<file path="config.mk">
export PLATFORM = sky130hd
export DESIGN_NAME = wb_stage_resp
export DESIGN_NICKNAME = d
export VERILOG_FILES = /design/src/rtl/wb_stage_resp.sv
export SDC_FILE = /design/constraint.sdc
export NUM_CORES = 1
export LEC_CHECK = 0
export CORE_MARGIN = 4
export CORE_UTILIZATION = 40
export DETAILED_ROUTE_END_ITERATION = 12
export PLACE_DENSITY_LB_ADDON = 0.25
export SLEW_MARGIN = 15
export SYNTH_ARGS = -nofsm -noshare
export SYNTH_HDL_FRONTEND = slang
export SYNTH_SLANG_ARGS = --single-unit
export TNS_END_PERCENT = 20
</file>
<file path="constraint.sdc">
create_clock -name clk -period 7.6 [get_ports clk]
set_input_delay 1.14 -clock clk [delete_from_list [all_inputs] [get_ports clk]]
set_output_delay 1.14 -clock clk [all_outputs]
set_load 0.02 [all_outputs]
</file>
<file path="src/rtl/wb_stage_resp.sv">
// Writeback stage with its own MEM->WB register and a decoupled load response.
// Early responses queue in an in-order FIFO; responses owed to flushed loads are dropped.
module wb_stage_resp #(
  parameter int RESP_DEPTH = 2,
  parameter int OUTST_MAX  = 4,
  parameter int RF_AW      = 5
) (
  input  logic             clk,
  input  logic             resetn,
  input  logic             ms_valid,
  output logic             ws_allowin,
  input  logic [31:0]      pc,
  input  logic [31:0]      result,
  input  logic [4:0]       mem_op,
  input  logic             res_from_mem,
  input  logic             gr_we,
  input  logic [RF_AW-1:0] dest,
  input  logic             has_exception,
  input  logic [5:0]       ecode,
  input  logic [8:0]       esubcode,
  input  logic [31:0]      maddr,
  input  logic             ertn,
  input  logic             rdcntid,
  input  logic [31:0]      csr_tid,
  input  logic             req_fire,
  input  logic             data_ok,
  input  logic [31:0]      rdata,
  output logic             rf_we,
  output logic [RF_AW-1:0] rf_waddr,
  output logic [31:0]      rf_wdata,
  output logic [31:0]      debug_wb_pc,
  output logic [3:0]       debug_wb_rf_we,
  output logic [RF_AW-1:0] debug_wb_rf_wnum,
  output logic [31:0]      debug_wb_rf_wdata,
  output logic             exception_submit,
  output logic [5:0]       ecode_submit,
  output logic [8:0]       esubcode_submit,
  output logic [31:0]      exception_pc_submit,
  output logic [31:0]      exception_maddr_submit,
  output logic             ertn_submit,
  output logic             this_flush,
  output logic             fwd_valid,
  output logic [RF_AW-1:0] fwd_dest,
  output logic [31:0]      fwd_data,
  output logic             fwd_block
);

  localparam int CW = $clog2(OUTST_MAX + 1);
  localparam int PW = (RESP_DEPTH > 1) ? $clog2(RESP_DEPTH) : 1;
  localparam int FW = $clog2(RESP_DEPTH + 1);

  typedef struct packed {
    logic [31:0]      pc;
    logic [31:0]      result;
    logic [4:0]       mem_op;
    logic             res_from_mem;
    logic             gr_we;
    logic [RF_AW-1:0] dest;
    logic             has_exception;
    logic [5:0]       ecode;
    logic [8:0]       esubcode;
    logic [31:0]      maddr;
    logic             ertn;
    logic             rdcntid;
  } ms_ws_t;

  ms_ws_t          ms_pl;
  ms_ws_t          pl;
  logic            ws_valid;
  logic [31:0]     mem [RESP_DEPTH];
  logic [PW-1:0]   wptr;
  logic [PW-1:0]   rptr;
  logic [FW-1:0]   fcnt;
  logic [CW-1:0]   outst;
  logic [CW-1:0]   outst_nxt;
  logic [CW-1:0]   drop_cnt;
  logic            load;
  logic            need_data;
  logic            fifo_empty;
  logic            fifo_full;
  logic            drop_active;
  logic            ready_go;
  logic            commit;
  logic            push;
  logic            pop;
  logic [31:0]     ld_data;
  logic [7:0]      ld_byte;
  logic [15:0]     ld_half;
  logic [31:0]     ext;
  logic [31:0]     wb_data;

  function automatic logic [PW-1:0] ptr_inc(input logic [PW-1:0] p);
    return (p == PW'(RESP_DEPTH - 1)) ? '0 : p + PW'(1);
  endfunction

  assign ms_pl = '{pc: pc, result: result, mem_op: mem_op,
                   res_from_mem: res_from_mem, gr_we: gr_we, dest: dest,
                   has_exception: has_exception, ecode: ecode,
                   esubcode: esubcode, maddr: maddr, ertn: ertn,
                   rdcntid: rdcntid};

  assign load        = pl.res_from_mem & ~pl.has_exception;
  assign need_data   = ws_valid & load;
  assign fifo_empty  = (fcnt == '0);
  assign fifo_full   = (fcnt == FW'(RESP_DEPTH));
  assign drop_active = (drop_cnt != '0);
  assign ready_go    = ~need_data | ~fifo_empty | (data_ok & ~drop_active);
  assign commit      = ws_valid & ready_go;
  assign this_flush  = commit & pl.has_exception;
  assign ws_allowin  = ~ws_valid | ready_go;
  assign push        = data_ok & ~drop_active & ~(need_data & fifo_empty);
  assign pop         = commit & load & ~fifo_empty;
  assign ld_data     = fifo_empty ? rdata : mem[rptr];
  assign ld_byte     = ld_data[{pl.result[1:0], 3'b000} +: 8];
  assign ld_half     = pl.result[1] ? ld_data[31:16] : ld_data[15:0];
  assign outst_nxt   = outst + CW'(req_fire) - CW'(data_ok);

  // Extend the selected load data according to the one-hot mem_op
  always_comb begin
    ext = ld_data;
    unique case (1'b1)
      pl.mem_op[0]: ext = {{24{ld_byte[7]}}, ld_byte};
      pl.mem_op[1]: ext = {{16{ld_half[15]}}, ld_half};
      pl.mem_op[2]: ext = ld_data;
      pl.mem_op[3]: ext = {24'h0, ld_byte};
      pl.mem_op[4]: ext = {16'h0, ld_half};
      default:      ext = ld_data;
    endcase
  end

  assign wb_data = pl.rdcntid ? csr_tid : load ? ext : pl.result;

  // MEM->WB register; a flushing commit refuses the incoming instruction
  always_ff @(posedge clk or negedge resetn) begin
    if (!resetn) begin
      ws_valid <= 1'b0;
      pl       <= '0;
    end else if (ws_allowin) begin
      ws_valid <= ms_valid & ~this_flush;
      if (ms_valid & ~this_flush) pl <= ms_pl;
    end
  end

  // Response FIFO pointers and occupancy
  always_ff @(posedge clk or negedge resetn) begin
    if (!resetn) begin
      wptr <= '0;
      rptr <= '0;
      fcnt <= '0;
    end else if (this_flush) begin
      wptr <= '0;
      rptr <= '0;
      fcnt <= '0;
    end else begin
      if (push) wptr <= ptr_inc(wptr);
      if (pop)  rptr <= ptr_inc(rptr);
      if (push & ~pop)      fcnt <= fcnt + FW'(1);
      else if (pop & ~push) fcnt <= fcnt - FW'(1);
    end
  end

  // Response FIFO storage
  always_ff @(posedge clk) begin
    if (push) mem[wptr] <= rdata;
  end

  // Outstanding requests and responses owed to cancelled loads
  always_ff @(posedge clk or negedge resetn) begin
    if (!resetn) begin
      outst    <= '0;
      drop_cnt <= '0;
    end else begin
      outst <= outst_nxt;
      if (this_flush)                drop_cnt <= outst_nxt;
      else if (drop_active & data_ok) drop_cnt <= drop_cnt - CW'(1);
    end
  end

  assign rf_we                  = commit & pl.gr_we & ~pl.has_exception;
  assign rf_waddr               = pl.dest;
  assign rf_wdata               = wb_data;
  assign debug_wb_pc            = pl.pc;
  assign debug_wb_rf_we         = {4{rf_we}};
  assign debug_wb_rf_wnum       = pl.dest;
  assign debug_wb_rf_wdata      = wb_data;
  assign exception_submit       = this_flush;
  assign ecode_submit           = pl.ecode;
  assign esubcode_submit        = pl.esubcode;
  assign exception_pc_submit    = pl.pc;
  assign exception_maddr_submit = pl.maddr;
  assign ertn_submit            = commit & pl.ertn;
  assign fwd_valid              = ws_valid & pl.gr_we & ~pl.has_exception;
  assign fwd_dest               = pl.dest;
  assign fwd_data               = wb_data;
  assign fwd_block              = need_data & ~ready_go;

  a_no_push_full: assert property (
    @(posedge clk) disable iff (!resetn) !(push && fifo_full && !pop));

endmodule

</file>
==> report_table.html <==
<table>
<tr><th>Metric</th><th>Value</th></tr>
<tr><th colspan="2">Run status</th></tr>
<tr><td>Status</td><td>finished, final reports clean</td></tr>
<tr><th colspan="2">Critical path</th></tr>
<tr><td>Critical-path cell list</td><td>buf_4, mux2_2, mux4_1, a22oi_4, a31oi_1, clkdlybuf4s50_1</td></tr>
<tr><td>Arrival @ worst endpoint</td><td>4.33 ns</td></tr>
<tr><td>Biggest fanout along the worst timing path</td><td>26</td></tr>
<tr><td>Destination of the worst register-to-register timing path</td><td>esubcode_submit[7]$_DFFE_PN0P_</td></tr>
<tr><td>Endpoint of the worst setup timing path</td><td>rf_wdata[8]</td></tr>
<tr><td>Family with the most delay on the worst path</td><td>buffers and inverters</td></tr>
<tr><td>Total buffers and inverters traversed by the critical path</td><td>2</td></tr>
<tr><td>Critical-path top delay cell</td><td>dfrtp_2</td></tr>
<tr><td>Startpoint of the worst register-to-register path</td><td>fcnt[0]$_DFFE_PN0P_</td></tr>
<tr><td>Crit path launch type</td><td>flip-flop</td></tr>
<tr><td>Critical setup path kind</td><td>flip-flop to output pin</td></tr>
<tr><td>Critical Path Max Stage Delay</td><td>0.86 ns</td></tr>
<tr><td>Worst setup path start</td><td>rptr$_DFFE_PN0P_</td></tr>
<tr><td>Reg2reg path depth</td><td>7</td></tr>
<tr><td>Worst EP required</td><td>6.46 ns</td></tr>
<tr><td>Kind of capture point of the worst setup path</td><td>output pin</td></tr>
<tr><td>R2R setup slack</td><td>4.35 ns</td></tr>
<tr><td>Crit. path cell count</td><td>6</td></tr>
<tr><th colspan="2">Yosys</th></tr>
<tr><td>Ys flop type</td><td>dfrtp_1</td></tr>
<tr><td>Post-Synthesis Cells</td><td>983</td></tr>
<tr><td>Synthesized area per cell</td><td>11.6 um^2</td></tr>
<tr><td>Number of enable flip-flop cells after synthesis</td><td>64</td></tr>
<tr><td>Leading post-synthesis cells by cell area</td><td>dfrtp_1 (30%), edfxtp_1 (17%), mux2_2 (14%)</td></tr>
<tr><td>Post-synth net total</td><td>1183</td></tr>
<tr><td>Synthesized flop and latch total</td><td>200</td></tr>
<tr><td>Distinct cell type count after synthesis</td><td>62</td></tr>
<tr><td>Proportion of register bits with asynchronous set or reset after synthesis</td><td>0.680</td></tr>
<tr><td>Cell accounting for the most synthesized area</td><td>dfrtp_1</td></tr>
<tr><td>Sequential element share of the synthesized area</td><td>0.469</td></tr>
<tr><td>Count of synthesis-stage warnings from yosys</td><td>0</td></tr>
<tr><td>Synthesized area</td><td>11400 um^2</td></tr>
<tr><td>Synth cell count leaders</td><td>buf_4 (200), mux2_2 (139), dfrtp_1 (136)</td></tr>
<tr><td>Area share of the largest cell type after synthesis</td><td>0.300</td></tr>
<tr><td>Top-count cell post-synth</td><td>buf_4</td></tr>
<tr><th colspan="2">Worst hold path</th></tr>
<tr><td>Hold Path Depth</td><td>1</td></tr>
<tr><td>Min-delay worst type</td><td>flip-flop to flip-flop</td></tr>
<tr><th colspan="2">Die</th></tr>
<tr><td>Y dimension of the die</td><td>177 um</td></tr>
<tr><td>Core outline area</td><td>27900 um^2</td></tr>
<tr><td>Horizontal die dimension</td><td>177 um</td></tr>
<tr><td>Starting density of the core</td><td>0.407</td></tr>
<tr><td>Placement row count</td><td>61</td></tr>
<tr><td>Count of boundary I/O pins</td><td>428</td></tr>
<tr><td>Die Footprint</td><td>31200 um^2</td></tr>
<tr><th colspan="2">Placement</th></tr>
<tr><td>Number of port buffers</td><td>426</td></tr>
<tr><td>Global placer's final weighted congestion</td><td>0.813</td></tr>
<tr><td>Detail Placement HPWL</td><td>26900 um</td></tr>
<tr><th colspan="2">STA</th></tr>
<tr><td>Final Hold Viols</td><td>0</td></tr>
<tr><td>Clock Skew</td><td>0.0185 ns</td></tr>
<tr><td>Final setup violating endpoints</td><td>0</td></tr>
<tr><td>Part of the cycle the worst path needs</td><td>0.719</td></tr>
<tr><td>Relative slew margins</td><td>0.258</td></tr>
<tr><td>Fmax achieved</td><td>183 MHz</td></tr>
<tr><td>Number of pins with negative max-slew slack in the final report</td><td>0</td></tr>
<tr><td>RSZ-0062 raised after global routing</td><td>no</td></tr>
<tr><td>Post-route minimum period</td><td>5.47 ns</td></tr>
<tr><td>Setup TNS</td><td>0 ns</td></tr>
<tr><td>Worst Tran Pin Value</td><td>1.11 ns</td></tr>
<tr><th colspan="2">Finish</th></tr>
<tr><td>Fraction of final layout cells sized beyond drive strength 1</td><td>0.179</td></tr>
<tr><td>Final design utilization</td><td>0.539</td></tr>
<tr><td>Area overhead of the layout relative to synthesis</td><td>32.6%</td></tr>
<tr><td>Nets@finish</td><td>1385</td></tr>
<tr><th colspan="2">Clocking</th></tr>
<tr><td>Number of resized instances in the post-cts repair step</td><td>0</td></tr>
<tr><td>Cell at the root of the clock tree</td><td>clkbuf_16</td></tr>
<tr><td>Number of buffers inserted to repair setup after CTS</td><td>0</td></tr>
<tr><td>Maximum clock insertion buffer count</td><td>2</td></tr>
<tr><td>Inserted Clock Buffers</td><td>17</td></tr>
<tr><td>Clock tree from TritonCTS</td><td>done</td></tr>
<tr><td>Post-CTS Hold Buffers</td><td>0</td></tr>
<tr><td>Worst-Skew Late Latency</td><td>0.44 ns</td></tr>
<tr><td>H-tree level count</td><td>4</td></tr>
<tr><td>Count of clock tree sinks</td><td>200</td></tr>
<tr><td>Clock slew at reported path FFs</td><td>0.07 ns</td></tr>
<tr><th colspan="2">Detailed routing</th></tr>
<tr><td>Remaining number of nets flagged by the antenna check after routing</td><td>0</td></tr>
<tr><td>Routed vias/inst</td><td>5.25</td></tr>
<tr><td>Detailed-route wire length</td><td>36100 um</td></tr>
<tr><td>Per-cell routed wire length</td><td>22.9 um</td></tr>
<tr><td>Final routed DRC violation total</td><td>0</td></tr>
<tr><td>Number of vias after detailed routing</td><td>8291</td></tr>
<tr><td>Drt first-iter violations</td><td>559</td></tr>
<tr><td>First-pass DRT Iterations</td><td>5</td></tr>
<tr><th colspan="2">Run</th></tr>
<tr><td>Max-cap violations</td><td>0</td></tr>
<tr><th colspan="2">GRT</th></tr>
<tr><td>Vias in the first global route</td><td>8700</td></tr>
<tr><td>Total Routing Usage GR</td><td>0.226</td></tr>
<tr><td>Antenna violations before repair</td><td>4</td></tr>
<tr><td>Global-route wire length before repair</td><td>53600 um</td></tr>
<tr><td>Sum of overflow across all layers after global routing</td><td>0</td></tr>
<tr><td>Largest net degree at the start of global routing</td><td>83</td></tr>
<tr><th colspan="2">Pwr</th></tr>
<tr><td>Leakage power summed over all cells</td><td>5.74 nW</td></tr>
<tr><td>Pwr Density</td><td>431 nW/um^2</td></tr>
<tr><td>Maximum vdd drop</td><td>192 uV</td></tr>
</table>
[cells by family after synthesis]
kind of cell,Yosys count,share of synthesized area
mux,178,0.186
xor+xnor,5,0.00386
compound gates,180,0.110
flops,200,0.469
simple gates,132,0.0606
buf+inv,283,0.165
fa+ha+maj,5,0.00617
[flip-flops by register name, indices dropped and copies added (netlist names)]
register,flops
rptr,1
drop_cnt,3
pl,41
esubcode_submit,9
mem,64
exception_maddr_submit,32
fcnt,2
debug_wb_pc,32
ws_valid,1
wptr,1
outst,3
ecode_submit,6
debug_wb_rf_wnum,5
[cells in the final DEF, fill, tap and decap left out, drive strengths merged, types with 3 or more instances in the layout]
cell	n
o211ai	9
mux2	142
or3b	7
nor3b	7
o21ai	11
or2	3
inv	35
a21oi	53
clkbuf	17
o311a	4
nand2b	4
o31ai	8
mux2i	26
o21a	5
dfrtp	136
a221oi	23
a211oi	14
clkdlybuf4s50	425
xnor2	4
ha	4
nand2	24
o2111ai	3
edfxtp	64
nand3	8
buf	14
nand3b	6
nor2	33
a21o	4
mux4	10
a31oi	23
a32oi	7
clkinv	5
nor3	22
nor2b	9
[metrics by stage]
stage / setup WS, ns / instances / hold slack, ns / total power [mW] / instance area [um^2]
2_1_floorplan: 3.42 / 983 / 0.471 / 4.47 / 11400
3_3_place_gp: 2.51 / 1544 / 0.486 / 5.55 / 14400
3_5_place_dp: 2.48 / 1544 / 0.491 / 5.59 / 14400
4_1_cts: 2.09 / 1576 / 0.508 / 6.55 / 15000
5_1_grt: 1.96 / 1578 / 0.522 / 6.85 / 15100
6_report: 2.13 / 1578 / 0.507 / 6.50 / 15100
[power breakdown]
group | internal [mW] | total, mW | switching [mW]
combinational | 1.79 | 3.86 | 2.07
sequential | 1.43 | 1.70 | 0.269
clock | 0.474 | 0.936 | 0.462
total | 3.69 | 6.50 | 2.81
[metal layers]
layer / up-vias / GRT usage / share of wire
li1: 3768 / - / -
met1: 4098 / 0.280 / 0.40
met2: 389 / 0.389 / 0.50
met3: 32 / 0.0632 / 0.080
met4: 4 / 0.0577 / 0.018
met5: - / 0 / 0.00075
[final cells by class]
class / instances / area, um^2
antenna: 2 / 5.00
timing repair buffer: 439 / 4360
tap: 378 / 473
fill: 2485 / 12900
clock buffer: 17 / 425
inverter: 27 / 105
multi-input combinational: 500 / 4180
sequential: 200 / 5330
clock inverter: 15 / 175
[worst min path at each step]
stage                                                 from                                      to  slack, ns
finish              exception_maddr_submit[23]$_DFFE_PN0P_  exception_maddr_submit[23]$_DFFE_PN0P_       0.51
floorplan                               pl[71]$_DFFE_PN0P_                      pl[71]$_DFFE_PN0P_       0.47
detailed placement                      pl[71]$_DFFE_PN0P_                      pl[71]$_DFFE_PN0P_       0.49
CTS                 exception_maddr_submit[23]$_DFFE_PN0P_  exception_maddr_submit[23]$_DFFE_PN0P_       0.51
global placement               ecode_submit[2]$_DFFE_PN0P_             ecode_submit[2]$_DFFE_PN0P_       0.49
global route                            pl[70]$_DFFE_PN0P_                      pl[70]$_DFFE_PN0P_       0.52
No activity file was read; power rests on OpenSTA's default activity.
